`config.mk`:
```
export PLATFORM = sky130hd
export DESIGN_NAME = mtr_drv_pwm
export DESIGN_NICKNAME = d
export VERILOG_FILES = /design/src/rtl/mtr_drv_pkg.sv /design/src/rtl/mtr_side_drv.sv /design/src/rtl/mtr_drv_pwm.sv
export SDC_FILE = /design/constraint.sdc
export NUM_CORES = 1
export LEC_CHECK = 0
export ABC_CLOCK_PERIOD_IN_PS = 1650
export BUFFER_PORTS_ARGS = -buffer_cell sky130_fd_sc_hd__buf_4
export CAP_MARGIN = 20
export CORE_ASPECT_RATIO = 1.1
export CORE_MARGIN = 2
export CORE_UTILIZATION = 57
export CTS_CLUSTER_SIZE = 16
export DETAILED_ROUTE_END_ITERATION = 8
export GPL_TIMING_DRIVEN = 0
export PLACE_DENSITY = 0.83
export SLEW_MARGIN = 0
export SYNTH_ARGS = -nofsm -noshare
export SYNTH_HDL_FRONTEND = slang
export SYNTH_HIERARCHICAL = 1
export SYNTH_SLANG_ARGS = --single-unit
```
`constraint.sdc`:
```
create_clock -name clk -period 1.65 [get_ports clk]
set_input_delay 0.33 -clock clk [delete_from_list [all_inputs] [get_ports clk]]
set_output_delay 0.33 -clock clk [all_outputs]
set_load 0.02 [all_outputs]
```
`src/rtl/mtr_drv_pkg.sv`:
```
// Shared types and constants for the sign-magnitude H-bridge PWM driver.
package mtr_drv_pkg;

  localparam int unsigned PWM_W   = 11;
  localparam int unsigned SPD_W   = 12;
  localparam int unsigned PWM_MAX = (1 << PWM_W) - 1;

  typedef enum logic [1:0] {
    COAST = 2'd0,
    FWD   = 2'd1,
    REV   = 2'd2,
    DEAD  = 2'd3
  } drv_state_t;

endpackage

```
`src/rtl/mtr_side_drv.sv`:
```
// One wheel: samples a signed speed at the period boundary, holds duty and
// drive state, and produces the registered forward/reverse PWM pair.
module mtr_side_drv #(
  parameter int unsigned PWM_W = mtr_drv_pkg::PWM_W
) (
  input  logic                           clk,
  input  logic                           rst_n,
  input  logic [mtr_drv_pkg::SPD_W-1:0]  spd_i,
  input  logic                           pwr_up_i,
  input  logic                           synch_i,
  input  logic [PWM_W-1:0]               cnt_i,
  output logic                           fwd_o,
  output logic                           rev_o
);
  import mtr_drv_pkg::*;

  drv_state_t          state_q, state_d;
  logic [PWM_W-1:0]    duty_q, duty_d;
  logic                fwd_q, fwd_d;
  logic                rev_q, rev_d;
  logic [SPD_W-1:0]    neg_spd_c;
  logic [SPD_W-2:0]    mag_c;
  logic                spd_zero_c;
  logic                spd_neg_c;

  // Magnitude; only -2048 sets the top bit of the negation and saturates.
  always_comb begin
    neg_spd_c  = SPD_W'(-spd_i);
    spd_zero_c = (spd_i == '0);
    spd_neg_c  = spd_i[SPD_W-1];
    mag_c      = spd_i[SPD_W-2:0];
    if (spd_neg_c) begin
      if (neg_spd_c[SPD_W-1]) mag_c = '1;
      else                    mag_c = neg_spd_c[SPD_W-2:0];
    end
  end

  always_ff @(posedge clk or negedge rst_n) begin
    if (!rst_n) begin
      state_q <= COAST;
      duty_q  <= '0;
      fwd_q   <= 1'b0;
      rev_q   <= 1'b0;
    end else begin
      state_q <= state_d;
      duty_q  <= duty_d;
      fwd_q   <= fwd_d;
      rev_q   <= rev_d;
    end
  end

  // Next state / duty; DEAD is only ever entered from an opposite drive state.
  always_comb begin
    state_d = state_q;
    duty_d  = duty_q;
    fwd_d   = 1'b0;
    rev_d   = 1'b0;

    if (!pwr_up_i) begin
      state_d = COAST;
      duty_d  = '0;
    end else if (synch_i) begin
      duty_d = PWM_W'(mag_c);
      if (spd_zero_c) begin
        state_d = COAST;
      end else if (!spd_neg_c) begin
        state_d = (state_q == REV) ? DEAD : FWD;
      end else begin
        state_d = (state_q == FWD) ? DEAD : REV;
      end
    end

    // Gated by pwr_up so a drop clears the outputs on the very next edge.
    fwd_d = pwr_up_i && (state_q == FWD) && (cnt_i < duty_q);
    rev_d = pwr_up_i && (state_q == REV) && (cnt_i < duty_q);
  end

  assign fwd_o = fwd_q;
  assign rev_o = rev_q;

  excl_a: assert property (@(posedge clk) disable iff (!rst_n) !(fwd_q && rev_q));

endmodule

```
`src/rtl/mtr_drv_pwm.sv`:
```
// Two-wheel H-bridge PWM driver: shared free-running period counter plus one
// sign-magnitude drive channel per wheel.
module mtr_drv_pwm #(
  parameter int unsigned PWM_W = mtr_drv_pkg::PWM_W
) (
  input  logic                           clk,
  input  logic                           rst_n,
  input  logic [mtr_drv_pkg::SPD_W-1:0]  lft_spd,
  input  logic [mtr_drv_pkg::SPD_W-1:0]  rght_spd,
  input  logic                           pwr_up,
  output logic                           lft_fwd_pwm,
  output logic                           lft_rev_pwm,
  output logic                           rght_fwd_pwm,
  output logic                           rght_rev_pwm,
  output logic                           PWM_synch
);
  import mtr_drv_pkg::*;

  localparam logic [PWM_W-1:0] CNT_MAX = '1;

  logic [PWM_W-1:0] cnt_q;
  logic             synch_q;

  // Synch is registered off cnt-1 so it is high exactly while cnt == max.
  always_ff @(posedge clk or negedge rst_n) begin
    if (!rst_n) begin
      cnt_q   <= '0;
      synch_q <= 1'b0;
    end else begin
      cnt_q   <= cnt_q + PWM_W'(1);
      synch_q <= (cnt_q == (CNT_MAX - PWM_W'(1)));
    end
  end

  assign PWM_synch = synch_q;

  mtr_side_drv #(.PWM_W(PWM_W)) u_lft (
    .clk      (clk),
    .rst_n    (rst_n),
    .spd_i    (lft_spd),
    .pwr_up_i (pwr_up),
    .synch_i  (synch_q),
    .cnt_i    (cnt_q),
    .fwd_o    (lft_fwd_pwm),
    .rev_o    (lft_rev_pwm)
  );

  mtr_side_drv #(.PWM_W(PWM_W)) u_rght (
    .clk      (clk),
    .rst_n    (rst_n),
    .spd_i    (rght_spd),
    .pwr_up_i (pwr_up),
    .synch_i  (synch_q),
    .cnt_i    (cnt_q),
    .fwd_o    (rght_fwd_pwm),
    .rev_o    (rght_rev_pwm)
  );

endmodule

```
# == Word-level counts from Yosys, hierarchy flattened ==
# Index checks and enable logic that the tools add are counted.
# totals
regBits,42
in_bits,27
out_inout_bits,5
# classes
add_sub_neg,3
n_lt_le_gt_ge,2
n_eq_ne,6
n_mux,20
reduce_logical,10
# op_table
op,n
11-bit 2-to-1 mux,8
12-bit zero test,2
12-bit negation,2
11-bit less-than comparator,2
2-bit 2-to-1 mux,10
11-bit by 1-bit adder with 11-bit output (second input constant),1
11-bit equality test (second input constant),1
1-bit logical AND,8
2-bit by 1-bit equality test with 1-bit output (second input constant),2
2-bit equality test (second input constant),2
1-bit 2-to-1 mux,2
2-bit by 1-bit inequality test with 1-bit output (second input constant),1

# == Depth between registers and ports, before layout ==
# Gate-level depths: netlist (run 1).
# logic_depth
depth_word,6
mapped_depth,6

# == Modules after synthesis ==
# The synthesis (run 1) kept the hierarchy.
# by_module_without_submodules
mod,instances,cells_each,area_per_inst_um2,seq_area_each_um2
mtr_side_drv,2,138,1174.9,375.4
mtr_drv_pwm,1,38,494.2,300.3

# == Least setup slack after synthesis (run 1) ==
# OpenSTA, ideal clock, no wires.
# synth_path
path_kind,in2reg
start,input lft_spd[0] (netlist bit)
end,register u_lft.state_q[0]
setup_time_ns,0.118
t_arrival_ns,1.579
t_required_ns,1.532
path_slack_ns,-0.047
cell_stages,6
path_buffers,0
cell_sequence,inv_1 -> ha_1 -> or4b_1 -> o41ai_1 -> a21oi_1 -> a21o_1
# synth_between
elab_chain_len,4
# synth_lines
element,line,source
from (decl),mtr_drv_pwm.sv:8,"input logic [mtr_drv_pkg::SPD_W-1:0] lft_spd,"
12-bit zero test,mtr_side_drv.sv:29,spd_zero_c = (spd_i == '0);
2-bit 2-to-1 mux,mtr_side_drv.sv:64,if (spd_zero_c) begin
2-bit 2-to-1 mux,mtr_side_drv.sv:62,end else if (synch_i) begin
2-bit 2-to-1 mux,mtr_side_drv.sv:59,if (!pwr_up_i) begin
to (signal assigned),mtr_side_drv.sv:45,state_q <= state_d;
to (decl),mtr_side_drv.sv:17,"drv_state_t state_q, state_d;"
# No other way between the ends. The select of a mux whose other input is x is not followed.
# A chain may end at the register's enable or synchronous reset.

# == Worst setup path in the final report (run 1) ==
# layout_path
start,input lft_spd[1] (netlist bit)
end,register u_lft.state_q[0]
# Same word-level chain as after synthesis.

==> metrics, run 1 <==
wire length of the first global-routing pass=11.18 mm; clock slew seen by the registers of the worst setup and hold paths=0.08 ns; highest clock rate=615.2 MHz; Diodes inserted=0; placed inst area=3147 sq um; Inst Count DP=399; Worst Path Class, Setup=in -> reg; fraction of the cycle the final worst path needs=0.9852; peak per-stage delay on the critical path=0.51 ns; Port-buffer cells=29; worst clock skew on the final layout=0.008527 ns; Max-Cap Viols=0; placeable core region=4717 sq um; Syn-to-layout area delta=21.51%; Worst Max-Slew Pin Slew=0.5035 ns; flip-flop and latch count after synthesis=42; via count of the first global-routing pass=2384; TritonCTS buffer count=5; number of optimization iterations in the first detailed-route pass=4; GR Overflow Total=0; synthesized net count=365; total power draw=2.114 mW; Die Wd=71.35 um; peak supply drop=0.0003263 V; initial DRC count=161; cell taking the most area after synthesis=sky130_fd_sc_hd__dfrtp_1; Slowest cell on crit path=sky130_fd_sc_hd__or4b_4; EDFF count, synth=0; Global Route Usage Sum=0.2470; accumulated negative setup slack=0 ns; Via density=6.271; count of warnings emitted by yosys=6; DRC viols=0; Power per Cell Area=611.8 nW/um^2; final core occ=0.7326; count of cell types in the netlist=46; Sinks on Clock Net=42; post-route ant nets=0; fraction of final layout cells with drive strength greater than 1=0.2402; maximum number of pins on one net before global-route repair=43; via count=2596; number of H-tree levels=2; row count=26; share of flip-flops with an asynchronous set or reset after synthesis=1.000; largest driver fanout on the critical path=6; summed instance area of the synthesized netlist=2844 sq um; portion of synthesized cell area occupied by the leading cell type=0.3696; initial cell density of the core=0.6029; outcome=complete, no violations; CTS Root Cell=sky130_fd_sc_hd__clkbuf_8; Post-Syn Area per Cell=9.057 sq um; initial antenna violation count=0; total of endpoints with negative setup slack in the final report=0; nature of the critical path endpoint=flop; Final nets=409; vertical die dimension=78.09 um; wire length per cell after detailed routing=15.97 um; Most used DFF post-synth=sky130_fd_sc_hd__dfrtp_1; Seq/Total Area, Yosys=0.3696; maximum clock path buffer count=2; Max transition margin=0.6643; Hold/Removal Path Class=in -> async; total leakage power=1.469 nW; gate count of the mapped netlist=314; Worst Setup Start Kind=primary input; final instance area=3456 sq um; worst skew pair latency=0.30 ns; half-perimeter wire length after placement=4.746 mm; weighted congestion reported at the end of routability-driven placement=0.8978; number of primary I/O pins=32; WP data arrival=1.81 ns; delay-heaviest family, CP=compound AO/OA/AOI/OAI gates; cell types with the largest area share after synthesis=sky130_fd_sc_hd__dfrtp_1, sky130_fd_sc_hd__ha_1, sky130_fd_sc_hd__nand2_1, sky130_fd_sc_hd__inv_1, sky130_fd_sc_hd__a21oi_1; count of final max-slew check failures=0; ordered cell list for the critical path=buf_6 > inv_4 > ha_4 > or4b_4 > o41ai_4 > a21oi_2 > a21o_1; required time reported for the critical path endpoint=1.83 ns; routed wire length=6.610 mm; clock tree from TritonCTS=done; count of non-filler cells in the finished layout=414; DIE AREA=5571 sq um; worst path buffer plus inverter count=2; shortest clock period the worst path allows after layout=1.626 ns; Final Hold Viols=0
-- where the power goes --
| group | leakage, nW | switching (mW) | internal (mW) | total [mW] |
|---|---|---|---|---|
| clock network | 0.0573 | 0.337 | 0.484 | 0.821 |
| registers | 0.571 | 0 | 1.03 | 1.03 |
| logic | 0.841 | 0.157 | 0.108 | 0.265 |
-- worst paths after layout --
kind	start	to	slack (ns)	cells after the start
setup / recovery	lft_spd[1]	u_lft/state_q[0]	0.02	7
hold / removal	rst_n	u_rght/rev_o	0.002	1
setup reg to reg	cnt_q[4]	u_lft/fwd_o	0.10	5
hold reg to reg	u_lft/duty_q[1]	u_lft/duty_q[1]	0.48	2
max in group asynchronous	rst_n	cnt_q[4]	1.28	1
min in group clk	rght_spd[0]	u_rght/duty_q[0]	0.30	3
-- cell usage after synthesis, types with 4 or more instances --
cell type / count
sky130_fd_sc_hd__clkbuf_1: 4
sky130_fd_sc_hd__ha_1: 24
sky130_fd_sc_hd__o221ai_1: 6
sky130_fd_sc_hd__o21ai_0: 16
sky130_fd_sc_hd__nor3_1: 4
sky130_fd_sc_hd__nand2b_1: 8
sky130_fd_sc_hd__nor4b_1: 6
sky130_fd_sc_hd__o21ai_1: 4
sky130_fd_sc_hd__a21o_1: 6
sky130_fd_sc_hd__xnor2_1: 7
sky130_fd_sc_hd__nand2_1: 34
sky130_fd_sc_hd__nor2_1: 11
sky130_fd_sc_hd__a31oi_1: 6
sky130_fd_sc_hd__a21oi_1: 22
sky130_fd_sc_hd__o31ai_1: 8
sky130_fd_sc_hd__o311ai_0: 4
sky130_fd_sc_hd__dfrtp_1: 42
sky130_fd_sc_hd__inv_1: 30
sky130_fd_sc_hd__nand3_1: 10
sky130_fd_sc_hd__nand4_1: 10
sky130_fd_sc_hd__o211ai_1: 4
sky130_fd_sc_hd__nand3b_1: 4
-- per-layer routing --
layer  global-route usage  up-vias  share of wire
met5                    0        -              0
met4              0.08491        0          0.013
met3              0.04365        9          0.048
met2               0.3648       80           0.46
met1               0.3639     1250           0.48
li1                     -     1257              -
-- cells by family after synthesis --
family	synth area share
AND/OR/NAND/NOR	0.2252
AO/OA/AOI/OAI	0.2024
flip-flops	0.3696
buffers and inverters	0.06159
adder cells (fa/ha/maj)	0.1056
XOR/XNOR	0.02772
multiplexers	0.007918
-- sequential cells by signal (all words and copies together) (netlist names) --
name	cells
u_rght/state_q	2
u_lft/state_q	2
u_rght/rev_o	1
PWM_synch	1
u_lft/fwd_o	1
cnt_q	11
u_rght/fwd_o	1
u_rght/duty_q	11
u_lft/rev_o	1
u_lft/duty_q	11
-- stage by stage --
step / hold WS, ns / worst slack [ns]
detailed placement: 0.3421 / -0.3631
global placement: 0.3381 / -0.3364
finish: 0.001772 / 0.02445
floorplan: 0.03441 / -0.01596
global route: 0.04780 / -0.01542
CTS: 0.02076 / 0.005292
-- placed cells by master, fill, tap and decap left out, types with 3 or more instances in the layout --
cell / instances
sky130_fd_sc_hd__nor4b_2: 4
sky130_fd_sc_hd__o311ai_0: 4
sky130_fd_sc_hd__nand4_1: 10
sky130_fd_sc_hd__nand3b_1: 4
sky130_fd_sc_hd__nand2_1: 34
sky130_fd_sc_hd__o21ai_1: 4
sky130_fd_sc_hd__clkbuf_8: 8
sky130_fd_sc_hd__a21oi_1: 21
sky130_fd_sc_hd__inv_4: 4
sky130_fd_sc_hd__xnor2_1: 7
sky130_fd_sc_hd__o31ai_1: 8
sky130_fd_sc_hd__a31oi_1: 6
sky130_fd_sc_hd__clkbuf_2: 3
sky130_fd_sc_hd__nand2b_1: 8
sky130_fd_sc_hd__buf_6: 4
sky130_fd_sc_hd__o221ai_1: 5
sky130_fd_sc_hd__nand3_1: 10
sky130_fd_sc_hd__dfrtp_1: 40
sky130_fd_sc_hd__a21o_1: 6
sky130_fd_sc_hd__nor3_1: 4
sky130_fd_sc_hd__clkbuf_1: 3
sky130_fd_sc_hd__o21ai_0: 16
sky130_fd_sc_hd__nor2_1: 11
sky130_fd_sc_hd__buf_4: 33
sky130_fd_sc_hd__o211ai_1: 4
sky130_fd_sc_hd__inv_1: 26
sky130_fd_sc_hd__ha_1: 22
-- area by class of cell --
class | count | area, sq um
tap | 56 | 70.07
multi-input combinational | 232 | 1740
fill | 364 | 1261
clock inverter | 1 | 30.03
timing repair buffer | 37 | 292.8
inverter | 30 | 122.6
sequential | 42 | 1054
clock buffer | 6 | 82.58
buffer | 10 | 63.81
-- timing repair --
action	CTS	global route
buffers inserted	0	8
hold buffers	0	0
pin swaps	0	6
resized for setup	4	29
setup endpoints to repair	2	24
(Power assumes the default switching activity.)
==> inputs of run 2 (changes only) <==
--- a/config.mk
+++ b/config.mk
@@ -13,8 +13,8 @@
 export CORE_UTILIZATION = 57
 export CTS_CLUSTER_SIZE = 16
 export DETAILED_ROUTE_END_ITERATION = 8
-export GPL_TIMING_DRIVEN = 0
 export PLACE_DENSITY = 0.83
+export RECOVER_POWER = 25
 export SLEW_MARGIN = 0
 export SYNTH_ARGS = -nofsm -noshare
 export SYNTH_HDL_FRONTEND = slang
==> run 2 against run 1 <==
Against the previous run: utilization up 2.3 points; sequential power about the same; non-clock buffer count grew 26; global-route usage grew 1.7 points; flip-flop and latch count unchanged; register-to-register slack got worse by 0.04 ns; worst hold slack improved by 0.19 ns; largest power group unchanged; highest routed layer unchanged.
==> metrics, run 2 (same netlist as run 1, synthesis figures left out) <==
Final Hold Viols=0 (unchanged); Worst Setup Start Kind=primary input; worst-case setup margin in the final layout=0.03942 ns (+0.01497 ns); Max transition margin=0.3254 (-0.3389); initial DRC count=175 (+8.7%); Hold/Removal Path Class=in -> async; highest layer used for signal routing=met4; DRC viols=0 (unchanged); share of power burned in registers=0.524 (+0.038); Sinks on Clock Net=42 (unchanged); switching power share of the total=0.2441 (+0.01049); Syn-to-layout area delta=25.38%; Port-buffer cells=31 (+6.9%); number of H-tree levels=2 (unchanged); net switching component of the power=0.4788 mW (-3.0%); largest driver fanout on the critical path=7 (+1); half-perimeter wire length after placement=5.265 mm (+11%); worst skew pair latency=0.29 ns (about the same); maximum clock path buffer count=2 (unchanged); number of optimization iterations in the first detailed-route pass=4 (unchanged); Power Internal=1.483 mW (-8.5%); RR Startpoint=cnt_q[4]; Inst Count DP=432 (+8.3%); clock tree from TritonCTS=done; sequential cell area=1052 sq um (-0.12%); worst setup slack before clock tree synthesis=-0.2225 ns (+0.1405 ns); relative contribution of the clock network to total power=0.328 (-0.060); required time reported for the critical path endpoint=1.87 ns (+0.04 ns); routed wire length=7.210 mm (+9.1%); initial antenna violation count=0 (unchanged); total of endpoints with negative setup slack in the final report=0 (unchanged); clock slew seen by the registers of the worst setup and hold paths=0.07 ns (about the same); DIE AREA=5571 sq um (unchanged); Die Wd=71.35 um (unchanged); CTS Root Cell=sky130_fd_sc_hd__clkbuf_8; placed inst area=3407 sq um (+8.3%); proportion of power drawn by combinational gates=0.147 (+0.022); total leakage power=1.592 nW (+8.4%); Worst Path Class, Setup=in -> reg; routed length on met3=315 um (unchanged); wire length of the first global-routing pass=11.72 mm (+4.9%); placeable core region=4717 sq um (unchanged); Diodes inserted=0 (unchanged); initial cell density of the core=0.6029 (unchanged); highest clock rate=620.9 MHz (+0.93%); maximum number of pins on one net before global-route repair=43 (unchanged); slack of the worst reg-to-reg path=0.06 ns (-0.04 ns); weighted congestion reported at the end of routability-driven placement=0.8376 (-6.7%); accumulated negative setup slack=0 ns (unchanged); Final nets=435 (+6.4%); FF-to-FF End=u_rght/rev_o; most common cell after layout, fill and taps aside=sky130_fd_sc_hd__buf_4; top library cells by usage in the layout, fill and taps aside=sky130_fd_sc_hd__buf_4, sky130_fd_sc_hd__dfrtp_1, sky130_fd_sc_hd__nand2_1; fraction of final layout cells with drive strength greater than 1=0.2820 (+0.04176); TritonCTS buffer count=5 (unchanged); count of final max-slew check failures=0 (unchanged); final instance area=3566 sq um (+3.2%); worst hold slack=0.1941 ns (+0.1923 ns); Max-Cap Viols=0 (unchanged); Worst Max-Slew Pin Slew=1.012 ns (+0.5084 ns); Global Route Usage Sum=0.2644 (+0.01745); met2 wirelength from detailed routing=3.568 mm (+17%); wire length per cell after detailed routing=16.42 um (+2.9%); area used by multi-input combinational logic=1703 sq um (-2.2%); vertical die dimension=78.09 um (unchanged); fraction of the cycle the final worst path needs=0.9761 (-0.009071); Largest regs=cnt_q x11, u_lft/duty_q x11, u_rght/duty_q x11; count of non-filler cells in the finished layout=439 (+6.0%); post-route ant nets=0 (unchanged); Via density=6.182 (-1.4%); via count=2714 (+4.5%); outcome=complete, no violations; peak supply drop=0.0002866 V (-12%); row count=26 (unchanged); metal1 wirelength=3.182 mm (+0.92%); via count of the first global-routing pass=2563 (+7.5%); worst clock skew on the final layout=0.005333 ns (-0.003194 ns); number of cells on the worst reg-to-reg path=5 (unchanged); WP data arrival=1.83 ns (+0.02 ns); nature of the critical path endpoint=flop; Power per Cell Area=550.1 nW/um^2 (-10%); number of primary I/O pins=32 (unchanged); FILL cells=344 (-5.5%); GR Overflow Total=0 (unchanged); shortest clock period the worst path allows after layout=1.611 ns (-0.01497 ns)
[run 2: cell types whose count changed in the layout (fill, tap and decap cells not counted), sizes merged]
cell,before,now
buf,39,72
bufinv,1,0
clkbuf,14,7
[run 2: final cells by class]
class	count	share of cell area
multi-input combinational	232	0.4775
sequential	42	0.2951
timing repair buffer	73	0.1530
inverter	30	0.03158
clock buffer	6	0.02316
tap	56	0.01965
[run 2: worst max path at each step]
stage	from	to	slack, ns
2_1_floorplan	lft_spd[9]	u_lft/duty_q[4]	-0.02
3_3_place_gp	lft_spd[9]	u_lft/state_q[0]	-0.18
3_5_place_dp	lft_spd[1]	u_lft/duty_q[3]	-0.22
4_1_cts	cnt_q[4]	u_lft/fwd_o	0.04
5_1_grt	lft_spd[0]	u_lft/duty_q[6]	-0.03
6_report	lft_spd[9]	u_lft/duty_q[3]	0.04
[run 2: worst max-delay path, cell delays in order]
cell                       delay (ns)
sky130_fd_sc_hd__buf_4           0.11
sky130_fd_sc_hd__or4_4           0.56
sky130_fd_sc_hd__nor4_4          0.26
sky130_fd_sc_hd__buf_4           0.19
sky130_fd_sc_hd__o221ai_1        0.18
sky130_fd_sc_hd__o21ai_1         0.18
[run 2: stage by stage]
| step | util | power (mW) |
|---|---|---|
| floorplan | - | 1.152 |
| global placement | 0.7223 | 1.319 |
| detailed placement | 0.7223 | 1.326 |
| CTS | 0.7398 | 1.960 |
| global route | 0.7560 | 2.031 |
| finish | 0.7560 | 1.962 |
[run 2: repair_timing]
item / 4_1_cts / 5_1_grt
setup endpoints to repair: 0 / 8
resized for setup: 0 / 14
endpoints found under the hold margin: 0 / 0
setup buffers: 0 / 1
hold buffers: 0 / 0
[run 2: metal layers]
metal	vias to the layer above	global-route usage
met5	-	0
met1	1321	0.3546
met4	0	0.08679
met2	73	0.4370
li1	1306	-
met3	14	0.03979
[run 2: power by group through the flow]
stage | Combinational [mW] | Clock, mW | Sequential (mW)
after floorplan | 0.102 | 0 | 1.05
after global placement | 0.271 | 0 | 1.05
after detailed placement | 0.278 | 0 | 1.05
after CTS | 0.279 | 0.652 | 1.03
after global routing | 0.317 | 0.686 | 1.03
final | 0.289 | 0.644 | 1.03
